### src/rtl/rr_stream_mux_if.sv
// rr_stream_mux_if: stream bundle shared by the N producers and the
// single consumer of rr_stream_mux.
interface rr_stream_mux_if #(
   parameter int WIDTH = 8,
   parameter int N     = 4
);
   localparam int SEL_W = (N > 2) ? $clog2(N) : 1;

   logic [N-1:0]       in_valid;
   logic [N*WIDTH-1:0] in_data;
   logic [N-1:0]       in_ready;
   logic [N-1:0]       ch_en;
   logic               prio_mode;
   logic               out_valid;
   logic [WIDTH-1:0]   out_data;
   logic [SEL_W-1:0]   out_sel;
   logic               out_ready;

   modport master (
      output in_valid, in_data, ch_en, prio_mode, out_ready,
      input  in_ready, out_valid, out_data, out_sel
   );

   modport slave (
      input  in_valid, in_data, ch_en, prio_mode, out_ready,
      output in_ready, out_valid, out_data, out_sel
   );
endinterface

### src/rtl/rr_stream_mux.sv
// rr_stream_mux: N-input stream funnel with round-robin or fixed
// priority arbitration and a registered output stage.
module rr_stream_mux #(
   parameter int WIDTH = 8,
   parameter int N     = 4
) (
   input  logic           clk,
   input  logic           rst,
   rr_stream_mux_if.slave bus
);
   localparam int SEL_W = (N > 2) ? $clog2(N) : 1;
   localparam logic [N-1:0] ONE = {{(N-1){1'b0}}, 1'b1};

   logic [SEL_W-1:0] ptr;
   logic [SEL_W-1:0] win;
   logic             found;
   logic [N-1:0]     req;
   logic             load_en;
   logic [WIDTH-1:0] pick;
   logic             valid_q;
   logic [WIDTH-1:0] data_q;
   logic [SEL_W-1:0] sel_q;

   assign req     = bus.in_valid & bus.ch_en;
   assign load_en = !valid_q || bus.out_ready;

   // First requester scanning upward from ptr (round-robin) or from 0.
   always_comb begin
      int idx;
      win   = '0;
      found = 1'b0;
      idx   = 0;
      for (int k = 0; k < N; k++) begin
         idx = bus.prio_mode ? k : (int'(ptr) + k) % N;
         if (!found && req[idx]) begin
            found = 1'b1;
            win   = SEL_W'(idx);
         end
      end
   end

   // Data of the winning channel.
   always_comb begin
      pick = '0;
      for (int i = 0; i < N; i++) begin
         if (win == SEL_W'(i)) pick = bus.in_data[i*WIDTH +: WIDTH];
      end
   end

   assign bus.in_ready = (load_en && found && !rst) ? (ONE << win) : '0;

   // Output register and round-robin pointer.
   always_ff @(posedge clk) begin
      if (rst) begin
         valid_q <= 1'b0;
         data_q  <= '0;
         sel_q   <= '0;
         ptr     <= '0;
      end else if (load_en) begin
         if (found) begin
            valid_q <= 1'b1;
            data_q  <= pick;
            sel_q   <= win;
            if (!bus.prio_mode) begin
               ptr <= (int'(win) == N-1) ? '0 : win + 1'b1;
            end
         end else begin
            valid_q <= 1'b0;
         end
      end
   end

   assign bus.out_valid = valid_q;
   assign bus.out_data  = data_q;
   assign bus.out_sel   = sel_q;
endmodule

### src/flat_wrapper.sv
// flat-port wrapper written by rule: the top's interface ports become plain ports
module rr_stream_mux_flat 
#(
   parameter int WIDTH = 8,
   parameter int N     = 4
)
  (clk, rst, bus_in_valid, bus_in_data, bus_ch_en, bus_prio_mode, bus_out_ready, bus_in_ready, bus_out_valid, bus_out_data, bus_out_sel);
  rr_stream_mux_if #(.WIDTH(WIDTH), .N(N)) bus_i ();
  input  logic clk;
  input  logic rst;
  input wire logic [$bits(bus_i.in_valid)-1:0] bus_in_valid;
  input wire logic [$bits(bus_i.in_data)-1:0] bus_in_data;
  input wire logic [$bits(bus_i.ch_en)-1:0] bus_ch_en;
  input wire logic [$bits(bus_i.prio_mode)-1:0] bus_prio_mode;
  input wire logic [$bits(bus_i.out_ready)-1:0] bus_out_ready;
  output wire logic [$bits(bus_i.in_ready)-1:0] bus_in_ready;
  output wire logic [$bits(bus_i.out_valid)-1:0] bus_out_valid;
  output wire logic [$bits(bus_i.out_data)-1:0] bus_out_data;
  output wire logic [$bits(bus_i.out_sel)-1:0] bus_out_sel;
  assign bus_i.in_valid = bus_in_valid;
  assign bus_i.in_data = bus_in_data;
  assign bus_i.ch_en = bus_ch_en;
  assign bus_i.prio_mode = bus_prio_mode;
  assign bus_i.out_ready = bus_out_ready;
  assign bus_in_ready = bus_i.in_ready;
  assign bus_out_valid = bus_i.out_valid;
  assign bus_out_data = bus_i.out_data;
  assign bus_out_sel = bus_i.out_sel;
  rr_stream_mux #(.WIDTH(WIDTH), .N(N)) u_core (.clk(clk), .rst(rst), .bus(bus_i));
endmodule
### config.mk
export PLATFORM = sky130hd
export DESIGN_NAME = rr_stream_mux_flat
export DESIGN_NICKNAME = d
export VERILOG_FILES = /design/src/rtl/rr_stream_mux_if.sv /design/src/rtl/rr_stream_mux.sv /design/src/flat_wrapper.sv
export SDC_FILE = /design/constraint.sdc
export NUM_CORES = 1
export LEC_CHECK = 0
export ABC_AREA = 0
export BUFFER_PORTS_ARGS = -buffer_cell sky130_fd_sc_hd__buf_2
export CORE_MARGIN = 1
export CORE_UTILIZATION = 46
export CTS_CLUSTER_DIAMETER = 60
export DETAILED_ROUTE_END_ITERATION = 12
export GPL_TIMING_DRIVEN = 0
export PLACE_DENSITY_LB_ADDON = 0.1
export SLEW_MARGIN = 20
export SYNTH_ARGS = -nofsm -noshare
export SYNTH_HDL_FRONTEND = slang
export SYNTH_SLANG_ARGS = --single-unit
### constraint.sdc
create_clock -name clk -period 4.6 [get_ports clk]
set_input_delay 0 -clock clk [delete_from_list [all_inputs] [get_ports clk]]
set_output_delay 0 -clock clk [all_outputs]
set_load 0.01 [all_outputs]
### Word level (Yosys, flattened, before mapping)

Index checks and enable logic that the tools add are counted.

* add/sub/neg operators: 4
* $lt $le $gt $ge: 4
* equal/unequal tests: 4
* shift-type cells: 1
* muxes and demuxes: 31
* bitwise operators: 5
* reduce and logical (&&, ||, !) cells: 17

Operators with widths (count)
* $lt A32 B4 Y1 const B: 4
* $mux W32: 3
* $mux W8: 4
* $mux W1: 13
* $mux W2: 6
* $bmux W1 S2: 4
* $reduce_or A2 Y1: 3
* $logic_and A1 B1 Y1: 5
* $logic_not A1 Y1: 5
* $add A2 B1 Y2 const B: 2
* $add A2 B2 Y2 const B: 2
* $and A4 B4 Y4: 1
* $eq A2 B1 Y1 const B: 2
* $eq A2 B2 Y1 const B: 2
* $mux W4: 1
* $shl A1 B2 Y4 const A: 1
* $and A1 B1 Y1 const A: 3
* $reduce_and A3 Y1: 1
* $logic_not A2 Y1: 1
* $reduce_and A2 Y1: 1
* $logic_or A1 B1 Y1: 1
* $not A1 Y1: 1

* flip-flop bits (word level): 13
* output and inout bits: 15
* logic and storage cells: 70

### Depth between registers and ports, before layout

Gate-level depths: netlist (run 1).

* depth after elaboration: 20
* mapped depth: 13

### Least setup slack after synthesis (run 1)

Ideal clock, no wire load.

* kind: reg2reg
* start: register u_core.ptr[0]
* end: register u_core.data_q[2] (netlist: u_core.bus.out_data[2])
* setup time: 132 ps
* arrival time: 2165 ps
* required time: 4468 ps
* slack: 2303 ps
* stages on the path, launching flop included: 13
* cells stage by stage: dfxtp_1 > buf_6 > o21ba_1 > o32a_1 > o21ai_1 > nand2_1 > or2_1 > ha_1 > clkbuf_1 > a221oi_1 > nor3_1 > a211oi_1 > nor3_1

* longest elaborated chain between the ends: 19
* elaborated cells on any way between the ends: 42
* those cells by class: add/sub (3); eq/ne (3); mux (28); reduce/logical (8)

Ends and longest elaborated chain
* start, declared: RTL line rr_stream_mux.sv:14 `logic [SEL_W-1:0] ptr;`
* start signal, assigned: RTL line rr_stream_mux.sv:65 `ptr <= (int'(win) == N-1) ? '0 : win + 1'b1;`
* branches (longest 19 deep; another with $add A2 B1 Y2)
* end signal, assigned: RTL line rr_stream_mux.sv:62 `data_q <= pick;`
* end, declared: RTL line rr_stream_mux.sv:21 `logic [WIDTH-1:0] data_q;`

Parallel ways; which one is timed is not known. The select of a mux whose other input is x is not followed.
A chain may end at the register's enable or synchronous reset.

### Worst setup path in the final report (run 1)

* start: register u_core.ptr[0]
* end: register u_core.data_q[7] (netlist: u_core.bus.out_data[7])

The elaborated chain is that of the path after synthesis.

==> run summary, run 1 <==
Yosys printed 0 warnings. The die width was 48.21 um. From bottom edge to top edge, the die measures 48.21 um. The placed instance area was 1306 um2.

Routability-driven placement finished with a final weighted congestion of 0.8127. The hold violation count in the final report is 0. The part of the cycle the worst path needs was 58.53%; the maximum level of the CTS H-tree was 1.

Yosys mapped a number of flops with a built-in enable equal to 0. The number of antenna violations at the first check in global routing was 0. Post-CTS timing repair inserted 0 buffers for setup. The run gives 0 as the number of violations of the max-capacitance limit.

The critical path startpoint category was a register. The flip-flop and latch count after synthesis is 13, and the power density normalized to cell area is 266.1 nW/um2. Dividing the detail-routed via count by the number of cells gives 5.234. The cell chosen for the clock root is clkbuf_4.

After synthesis, the share of flip-flops with an asynchronous set or reset is 0%. The tools report the number of buffers inserted during clock tree synthesis as 3. Number of sinks driven by the clock tree: 13. For this configuration, the core starts out at a cell density of 49.56%. The run finished with clean final reports.

The final setup violation count came out at 0. For the number of top-level pins, the log shows 59. The tools report the data required time at the worst endpoint as 4.75 ns. TritonCTS built the clock tree. STA classifies the critical path endpoint as a register. The number of antenna diodes in the final layout is 0. Cells with a size suffix above 1 make up 34.03% of the layout. After the first detailed-routing iteration, the DRC count stood at 27. The source-to-sink clock delay at the later pin of the worst-skew pair came out at 0.27 ns. The run gives 882 as the number of global-route vias before repair. The detail route stage leaves a number of antenna-violating nets equal to 0.

The final routed DRC violation total was 0; the post-synthesis area per instance was 7.673 um2. The final routed wirelength across all metal layers is 2650 um, and the maximum fanout encountered on the critical timing path is 10. The biggest area contributor in the post-synthesis netlist is dfxtp_1. The total overflow left after global routing is 0. The maximum operating frequency is 371.4 MHz. Yosys attributes the largest share of cell area to dfxtp_1 26%, nor3_1 7.6%, a221oi_1 6.2%.

The worst supply voltage drop on vdd is 241.5 uV, and the number of nets in the layout is 240. The count of vias placed by the detailed router was 1,141. The commonest register cell after synthesis was dfxtp_1. The finished cells cover 1343 um2.

The mapped netlist covers 982.2 um2. The floorplan has 16 rows. The routed wirelength normalized by instance count works out to 12.16 um.

The number of max-slew violations in the final report was 0; the proportion of netlist area held by the largest area contributor was 26.50%. The class of the most critical setup path is reg -> reg. Sequential cells were found to cover 26.50% of the synthesized design area. The tools report the worst-case clock skew as 0.0002553 ns.

Worst hold-check path type: in -> reg. The growth of design area from synthesis to finish was 36.69%. For the pin with the worst max-slew slack, the measured transition is 0.4645 ns. The total global routing track utilization was 22.17%; the count of cell types in the netlist was 37. The clock-pin slew on the worst setup and hold paths was 0.07 ns; the length of the first detailed-routing pass in iterations was 4.

The commonest cells after synthesis are 15 x nor2_1, 15 x nor3_1, 13 x dfxtp_1. The run gives 69.03% as the remaining max-slew budget at the tightest pin. After floorplanning, the core was sized to cover 1982 um2. In the synthesized netlist, the number of instances is 128. The endpoint arrival time on the critical path came out at 2.84 ns.

The deepest clock path buffer count was 2. The number of I/O port buffers is 58, and the wire length of the first global-routing pass is 3643 um. The static power due to leakage was 0.0006422 uW; the post-synth net total was 176.

The run gives 0 ns as the setup TNS. Setup repair after global routing left no endpoint under its margin. The die covers 2324 um2. The logs give 2132 um for the detailed-placement wirelength estimate and 11 for the pin count of the biggest net entering global routing. The smallest clock period supported by the final layout is computed as 2.692 ns. The post-route core utilization was 67.74%; the post-CTS resize count was 0.
[cells in the final DEF (no fill, tap or decap), types with 2 or more instances in the layout]
cell type  Yosys  final
buf_2          0     58
nor2_1        15     15
nor3_1        15     15
dfxtp_1       13     13
nor2b_1        9      9
nand2_1        8      8
clkbuf_1       6      7
a221oi_1       7      7
a211oi_1       7      7
a21oi_1        6      6
and2_1         5      5
ha_1           4      4
mux2i_1        3      3
clkbuf_4       0      3
a22o_1         2      2
o21ai_1        2      2
and3_1         2      2
o21ai_0        2      2
o21a_1         2      2
[timing repair]
action                     4_1_cts  5_1_grt
hold buffers                     1        0
hold endpoints to repair         3        0
setup endpoints to repair        0        0
[kinds of logic after synthesis]
family                   synth area share [%]
AO/OA/AOI/OAI                           27.14
adder cells (fa/ha/maj)                 5.096
buffers and inverters                   4.203
flip-flops                              26.50
multiplexers                            3.057
AND/OR/NAND/NOR                         34.01
[registers in the layout, indices dropped and copies added, names as in the netlist]
name	count
u_core.ptr	2
u_core.bus.out_data	8
u_core.bus.out_valid	1
u_core.bus.out_sel	2
[critical path: stages, from the launching register on]
cell	delay, ns
dfxtp_1	0.31
buf_6	0.13
o21ba_1	0.17
o32a_1	0.29
o21ai_1	0.15
nand2_1	0.09
or2_1	0.25
ha_1	0.27
clkbuf_1	0.22
a221oi_1	0.26
nor3_1	0.08
a211oi_1	0.24
nor3_1	0.09
[final cells by class]
type / count / area (um2)
tap: 27 / 33.78
timing repair buffer: 59 / 300.3
buffer: 8 / 37.54
inverter: 1 / 3.754
multi-input combinational: 106 / 680.7
fill: 200 / 639.4
sequential: 13 / 260.3
clock buffer: 4 / 26.28
[stage by stage]
| stage | power, uW | hold WS [ns] | std cells | worst slack (ns) |
|---|---|---|---|---|
| 2_1_floorplan | 234.5 | 0.07214 | 128 | 2.303 |
| 3_3_place_gp | 284.1 | 0.2317 | 213 | 2.019 |
| 3_5_place_dp | 289.2 | 0.2339 | 213 | 1.939 |
| 4_1_cts | 359.8 | 0.04979 | 218 | 1.909 |
| 5_1_grt | 388.5 | 0.07201 | 218 | 1.666 |
| 6_report | 357.2 | 0.06078 | 218 | 1.908 |
[routing by layer]
metal	wire length, um	track usage (%)	share of wire (%)	up-vias
li1	-	-	-	605
met1	1216	27.77	46	478
met2	1222	38.93	46	55
met3	189	4.444	7.1	3
met4	21	5.000	0.79	0
met5	0	0	0	-
[final timing paths]
kind	from	end	slack [ns]	depth (start not counted)
max	u_core.ptr[0]	u_core.bus.out_data[7]	1.91	12
min	bus_in_data[25]	u_core.bus.out_data[1]	0.06	3
max reg2reg	u_core.ptr[0]	u_core.bus.out_data[7]	1.91	12
min reg2reg	u_core.bus.out_sel[0]	u_core.bus.out_sel[0]	0.47	2
[power by group]
part | internal, uW | switching (uW)
Combinational | 71.0 | 82.5
Sequential | 127 | 7.74
Clock | 33.6 | 35.6
(Power assumes the default switching activity.)
==> run 2: changes to the inputs <==
CORE_UTILIZATION = 43   (was 46)
clock period = 2.5 ns   (was 4.6 ns; I/O delays follow)
==> run 2 against run 1 <==
Clock skew rose by 0.0013 ns. Clock-buffer cell count is the same. Final cell count did not move. Hold slack gained 0.0036 ns. Design area is 7.5% higher. Largest power group unchanged.
==> run summary, run 2 (same netlist as run 1, synthesis figures left out) <==
The flow ran to the end, and the final reports show no timing, DRC or antenna violations. The starting density of the core is 47.63%, and the area of the die is 2479 um2. Row generation in the floorplan step produced 16 rows. TritonCTS created 3 clock buffers.

Summing all placed instances gives a cell area of 1306 um2. The tools report the cell chosen for the clock root as clkbuf_4. The number of inserted filler cells in the final layout is 178, and the fraction of final layout cells with drive strength greater than 1 is 44.50%. The run gives 0 as the hold violation count in the final report.

For this run, the total global-route usage over all layers was measured as 23.34%. The cell-internal power came out at 452.9 uW. In the final design database the tool counted 240 nets. The run gives 2937 um as the final routed wirelength across all metal layers. Derived from the worst setup path, the maximum achievable clock frequency is 402.6 MHz.

The critical path in this run is classified as reg -> reg. The tools report the register area as 261.5 um2. Compared with the post-synthesis result, the final layout area differs by 47.01%. The clock network accounts for 17.4% of the total power. On the final layout, the worst clock skew is 0.001589 ns. The worst hold path belongs to the class in -> reg. The logs give 197 um for the routed wire length on met3 and 2259 um for the detailed-placement wirelength estimate. Cells fill 70.02% of the core in the end.

The routed layout has 1,181 vias. The data required time at the worst endpoint was 2.64 ns; the endpoint arrival time on the critical path was 2.62 ns. For this run the aggregate overflow at the end of global routing stands at 0. The worst setup path is captured at a register.

The number of antenna diodes in the final layout is 0. For the core region area, the log shows 2062 um2. Critical path startpoint category: a register. The run gives 0 as the number of max-slew violations in the final report.

Routability-driven placement finished with a final weighted congestion of 0.8639. The sequential group share of total power was 35.2%; the die width was 49.79 um. Power spread over the standard cell area amounts to 488.3 nW/um2. During I/O placement, the number of pins put on the boundary was 59.

The maximum fanout encountered on the critical timing path is 10, and the net switching power of the design is 252.2 uW. The pin count of the biggest net entering global routing was 18. In this design, the stage delay of the slowest critical-path cell is 0.31 ns. In the layout the commonest cells are 58 x buf_2, 15 x nor2_1, 14 x nor3_1, 12 x dfxtp_1. The detailed router used layers up to and including met4. The final routed DRC violation total came out at 0. The register with the most flip-flops in the layout has 8 of them. The critical path goes through buf_6 -> o21ba_1 -> o32a_1 -> o21ai_2 -> nand2_1 -> or2_4 -> ha_4 -> nor2b_4 -> a221oi_2 -> nor3_1 -> a211oi_1 -> nor3_1.

After detailed routing, the met2 layer carries 1364 um of wire. Setup violations remaining at the end of the flow were counted as 0. At the pin with the least slew margin, the transition time is 0.4401 ns. The final antenna-violating net count is 0, and the maximum level of the CTS H-tree is 1.

Standard cell with the maximum stage delay on the critical path: dfxtp_1. The tools report the static power due to leakage as 0.0006703 uW. TritonCTS built the clock tree.

The height of the die is 49.79 um, and the post-route minimum period is 2.484 ns. The library cell used most frequently in the layout, excluding fill and tap cells, is buf_2. The run gives 1444 um2 as the post-route cell area. After detailed routing, the number of vias per cell comes to 5.417. Setup repair after global routing could not meet its margin everywhere. The wire length of the first global-routing pass is 4547 um, and the clock-pin slew on the worst setup and hold paths is 0.07 ns. The number of DRC violations after detailed-routing iteration 0 was 33; the worst supply voltage drop on vdd was 323.9 uV. Across the run, the number of max-cap violations was 0. Number of antenna violations at the first check in global routing: 0. The routed wirelength normalized by instance count is 13.47 um. The detailed router put a total of 1360 um of wire on met1. The part of the cycle the worst path needs was 99.34%. The worst hold slack across all endpoints is 0.06440 ns, and the number of I/O port buffers is 58. Counting stages on the worst path, the most repeated cell is nor3_1. Net switching is 35.77% of the power. The tools report the length of the first detailed-routing pass in iterations as 4. The logs give 2 for the deepest clock path buffer count and 0.26 ns for the source-to-sink clock delay at the later pin of the worst-skew pair. The worst pin sits at a relative slew slack of 70.66%. For the number of sinks driven by the clock tree, the log shows 13.

Number of global-route vias before repair: 1,043. The share of power burned in combinational logic was 47.3%. The multi-input combinational cells in the finished layout cover a total of 768.2 um2.
==> run 2: cell types whose count changed in the layout (fill, tap and decap cells not counted), sizes merged <==
cell	previous run	this run
clkbuf	10	8
buf	60	62
==> run 2: area by class of cell <==
type                    count  share of cell area [%]
plain buffers               6                   2.426
clock buffers               4                   1.820
inverters                   1                  0.2600
multi-input cells         106                   53.21
flip-flops and latches     13                   18.11
well taps                  27                   2.340
repair buffers             61                   21.84
==> run 2: through the flow <==
step	setup slack [ns]	std cells	power, uW	setup TNS (ns)
2_1_floorplan	0.2028	128	431.5	0
3_3_place_gp	-0.08501	213	525.5	-0.4123
3_5_place_dp	-0.1527	213	535.0	-0.7969
4_1_cts	0.02823	217	677.3	0
5_1_grt	-0.09525	218	756.4	-0.4182
6_report	0.01639	218	705.0	0
==> run 2: critical path, delay by kind of cell (launching register included) <==
family	cells	cell delay [ns]
adder cells (fa/ha/maj)	1	0.17
AO/OA/AOI/OAI	5	1.05
buffers and inverters	1	0.13
AND/OR/NAND/NOR	5	0.68
flip-flops	1	0.31
==> run 2: path summary, 6_finish.rpt <==
path | start | slack, ns | cells after the start | to
setup / recovery | u_core.ptr[0] | 0.02 | 12 | u_core.bus.out_data[5]
hold / removal | bus_in_data[28] | 0.06 | 3 | u_core.bus.out_data[4]
hold reg to reg | u_core.bus.out_sel[0] | 0.46 | 2 | u_core.bus.out_sel[0]
setup reg to reg | u_core.ptr[0] | 0.02 | 12 | u_core.bus.out_data[5]
==> run 2: metal layers <==
| layer | vias up | track usage, % |
|---|---|---|
| li1 | 604 | - |
| met1 | 525 | 31.21 |
| met2 | 50 | 39.19 |
| met3 | 2 | 2.160 |
| met4 | 0 | 7.143 |
| met5 | - | 0 |
==> run 2: what timing repair did <==
item                                    4_1_cts  5_1_grt
gates resized for setup                      11       14
endpoints found under the hold margin         3        0
endpoints found under the setup margin        9        9
pin swaps                                     2        7
setup buffers                                 0        2
hold buffers                                  1        0
==> run 2: power by group through the flow <==
stage          registers [uW]  clock network (uW)  logic [uW]
2_1_floorplan             262                   0         169
3_3_place_gp              251                   0         274
3_5_place_dp              252                   0         283
4_1_cts                   248                 128         301
5_1_grt                   252                 138         367
6_report                  248                 123         334
==> run 3: changes to the inputs <==
ABC_AREA = 1   (was 0)
CAP_MARGIN = 20   (was not set)
CORE_UTILIZATION = 46   (was 43)
==> run 3 against run 2 <==
Highest routed layer unchanged. Setup slack lost 0.010 ns. Hold slack gained 0.027 ns. Largest power group unchanged. Combinational power grew to 4.1 times the previous value. Maximum frequency shrank 0.42%. Area after synthesis grew 26%. Register-to-register slack is essentially flat. Non-clock buffer count grew 4. Critical path depth grew 6. Flip-flop and latch count is the same. Via count grew 32%.
==> run summary, run 3 <==
When the netlist entered floorplanning its net count stood at 258. The logs give 774.6 uV for the worst supply voltage drop on vdd and 3.955% for the met3 capacity usage during global routing. By area the synthesized netlist is led by nand2_1 22%, dfxtp_1 21%, a21oi_1 7.3%. Maximum level of the CTS H-tree: 1. The worst hold-check path type is in -> reg. Of the total synthesized cell area, the portion taken by AND, OR, NAND and NOR gates is 48.23%. The critical path startpoint category is a register. Global routing used 22.29% of the available tracks. The post-synthesis xor/xnor area fraction is 0%, and the share of synthesized cell area in full adder, half adder and majority cells is 4.044%. The run gives 0 as the number of antenna violations at the first check in global routing. Among all cell types in the netlist, the one instantiated most often is nand2_1. The logs give 1237 um2 for the cell area after technology mapping and 401.0 MHz for the maximum operating frequency. In the final layout, the share of cells above drive strength 1 is 47.31%. The count of buffers added on input and output ports is 58.

Dividing total power by cell area gives a power density of 1016 nW/um2. Sorting the synthesized cells by how often they occur yields 72 x nand2_1, 19 x nor2_1, 18 x a21oi_1. STA classifies the critical path endpoint as a register. The run gives 0 as the hold violation count in the final report. Post-route minimum period: 2.494 ns.

The clock-pin slew on the worst setup and hold paths was 0.10 ns. The length of the first detailed-routing pass in iterations came out at 4. The count of vias placed by the detailed router is 1,556. The final routed wirelength across all metal layers came out at 3546 um.

The logs give 81.24% for the remaining max-slew budget at the tightest pin and 942.4 uW for the cell-internal power. The clock net in this run drives a total of 13 sinks. Synthesis handed over a netlist of 210 instances.

The worst-case clock skew is 0.01477 ns. For this block, the initial DRC count from the detailed router was 31. Dividing the detail-routed wire length by the instance count gives 11.48 um. Number of global-route vias before repair: 1,163. Met2 routing resource usage after global routing: 34.77%. The library cell used most frequently in the layout, excluding fill and tap cells, is nand2_1. After routing, the total negative slack on setup checks comes to 0 ns. For this run, the number of Yosys warnings is 0. The share of flip-flops with an asynchronous set or reset after synthesis is 0%, and the final routed DRC violation total is 0.

The logs give 0.28 ns for the source-to-sink clock delay at the later pin of the worst-skew pair and 2 for the deepest clock path buffer count. The logs give 0 for the number of violations of the max-capacitance limit and 49.50% for the starting density of the core. The commonest register cell after synthesis was dfxtp_1.

The die width works out to 53.87 um. Measured on the finished design, the core utilization comes to 73.57%. The net switching power of the design came out at 927.2 uW.

The number of max-slew violations in the final report is 0. Entering global routing, the biggest net connects 11 pins. The complex-gate fraction of the synthesized area was 14.86%; the switching part of the total was 49.59%. The completed layout was analyzed and its total power is 1870 uW. The first global-routing pass estimated 4795 um of wire. The growth of design area from synthesis to finish came out at 48.63%.

The flow ran to the end, and the final reports show no timing, DRC or antenna violations. The flip-flop and latch count after synthesis is 13, and the part of the cycle the worst path needs is 99.76%. From bottom edge to top edge, the die measures 53.87 um. The row count was 18; the area of the die was 2901 um2.

The endpoint arrival time on the critical path came out at 2.66 ns. The met1 global-route usage is 31.20%, and the sequential cell area fraction in the yosys report is 21.03%. Once detail routing completed, the nets flagged for antenna violations numbered 0. The count of flip-flops with a built-in enable after synthesis works out to 0. The library cells used most frequently in the layout, excluding fill and tap cells, are 60 x nand2_1, 58 x buf_2, 17 x nor2_1, 17 x a21oi_1, 16 x nand2_2.

In this run the biggest area consumer among cell types represents 21.84% of the synthesized area. The layer flagged by global routing as most heavily used is met2. The run gives 59 as the number of top-level pins. Summed over all cells, the static leakage comes to 0.001029 uW. Combinational logic burns 73.4% of the power. For the pin with the worst max-slew slack, the measured transition is 0.2814 ns.

The largest total area in the synthesized netlist belongs to nand2_1. Counting distinct cell types in the post-synthesis netlist gives 25. The critical path is of the reg -> reg type. After detailed routing, the number of vias per cell comes to 5.036.

The data required time at the worst endpoint is 2.67 ns. The portion of synthesized area spent on multiplexers is 0%. Clock tree synthesis selected as its root buffer the cell clkbuf_4. By area, the combinational part of the netlist is dominated by simple AND/OR/NAND/NOR gates. Setup violations remaining at the end of the flow were counted as 0.

In this run the mean area of a mapped cell was 5.893 um2. At the end of routability-driven placement, the weighted congestion stood at 0.8556. The register with the most flip-flops in the layout has 8 of them. For the share of total power in the clock network, the log shows 7.2%. Setup repair after global routing could not meet its margin everywhere. For the sequential group share of total power, the log shows 19.4%.

At the end of the flow, the number of nets in the layout was 328. Detailed-placement wirelength estimate: 2410 um. The core region area was 2500 um2; the maximum fanout encountered on the critical timing path was 10. In this run, CTS created clock tree buffers numbering 3.

TritonCTS built the clock tree. The total overflow left after global routing is 0. The repair_antennas step left the layout with diodes totalling 0.
[run 3: changes by cell type in the layout (fill, tap and decap cells not counted), sizes merged, moves of 7 or more]
cell and delta:
nand2 +75, nand3 +18, inv +17, a21oi +13, o21ai +13, nor3 -12
nor2b -10, a211oi -7, a221oi -7
[run 3: repair_timing]
action / 4_1_cts / 5_1_grt
hold buffers: 1 / 0
resized for setup: 12 / 57
cloned: 0 / 1
endpoints found under the hold margin: 1 / 0
pin swaps: 2 / 26
buffers inserted: 0 / 7
setup endpoints to repair: 11 / 12
[run 3: cells by family (layout without fill, tap and decap cells)]
logic type	after synthesis	count (layout)
AO/OA/AOI/OAI	36	36
adder cells (fa/ha/maj)	4	4
buffers and inverters	26	95
flip-flops	13	13
AND/OR/NAND/NOR	131	131
[run 3: layer usage]
metal | wire [um] | up-vias
li1 | - | 813
met1 | 1619 | 673
met2 | 1605 | 64
met3 | 279 | 6
met4 | 41 | 0
met5 | 0 | -
[run 3: cell type report]
class | instances | area (um2)
Multi-Input combinational cell | 171 | 997.2
Inverter | 19 | 85.08
Timing Repair inverter | 1 | 5.005
Sequential cell | 13 | 267.8
Clock buffer | 3 | 22.52
Timing Repair Buffer | 66 | 352.8
Clock inverter | 1 | 5.005
Fill cell | 232 | 660.6
Buffer | 5 | 66.31
Tap cell | 30 | 37.54
[run 3: worst max-delay path: stages (launching register included)]
cell	delay (ns)
dfxtp_4	0.46
nand2_8	0.09
nand2_1	0.10
nand2_2	0.08
nand2_2	0.09
nand2_4	0.07
buf_4	0.13
nand4_1	0.08
nand2_2	0.08
nand2_4	0.10
buf_4	0.13
ha_4	0.20
clkinvlp_2	0.18
o21ai_1	0.21
nand2_1	0.06
o21ai_0	0.09
nand3_1	0.11
nand2_1	0.07
nor2_1	0.04
[run 3: path summary, 6_finish.rpt]
| check | endpoint | cells after the start | from | slack, ns |
|---|---|---|---|---|
| worst max-delay path | u_core.bus.out_data[3] | 18 | u_core.ptr[0] | 0.006 |
| worst min-delay path | u_core.bus.out_data[1] | 5 | bus_in_data[25] | 0.09 |
| worst min register to register | u_core.bus.out_data[5] | 2 | u_core.bus.out_data[5] | 0.48 |
| worst max register to register | u_core.bus.out_data[3] | 18 | u_core.ptr[0] | 0.006 |
[run 3: power by group through the flow]
stage	registers [uW]	logic, uW	clock network [uW]
2_1_floorplan	387	766	0
3_3_place_gp	348	1070	0
3_5_place_dp	349	1080	0
4_1_cts	348	1120	140
5_1_grt	375	1540	143
6_report	362	1370	135
[run 3: stage by stage]
| stage | setup WS, ns | area (um2) | hold slack, ns | std cells |
|---|---|---|---|---|
| finish | 0.006025 | 1839 | 0.09131 | 309 |
| global route | -0.1645 | 1839 | 0.1144 | 309 |
| CTS | -0.002412 | 1622 | 0.07789 | 301 |
| detailed placement | -0.4094 | 1565 | 0.2684 | 298 |
| global placement | -0.4183 | 1565 | 0.2585 | 298 |
| floorplan | 0.03649 | 1237 | 0.05030 | 210 |
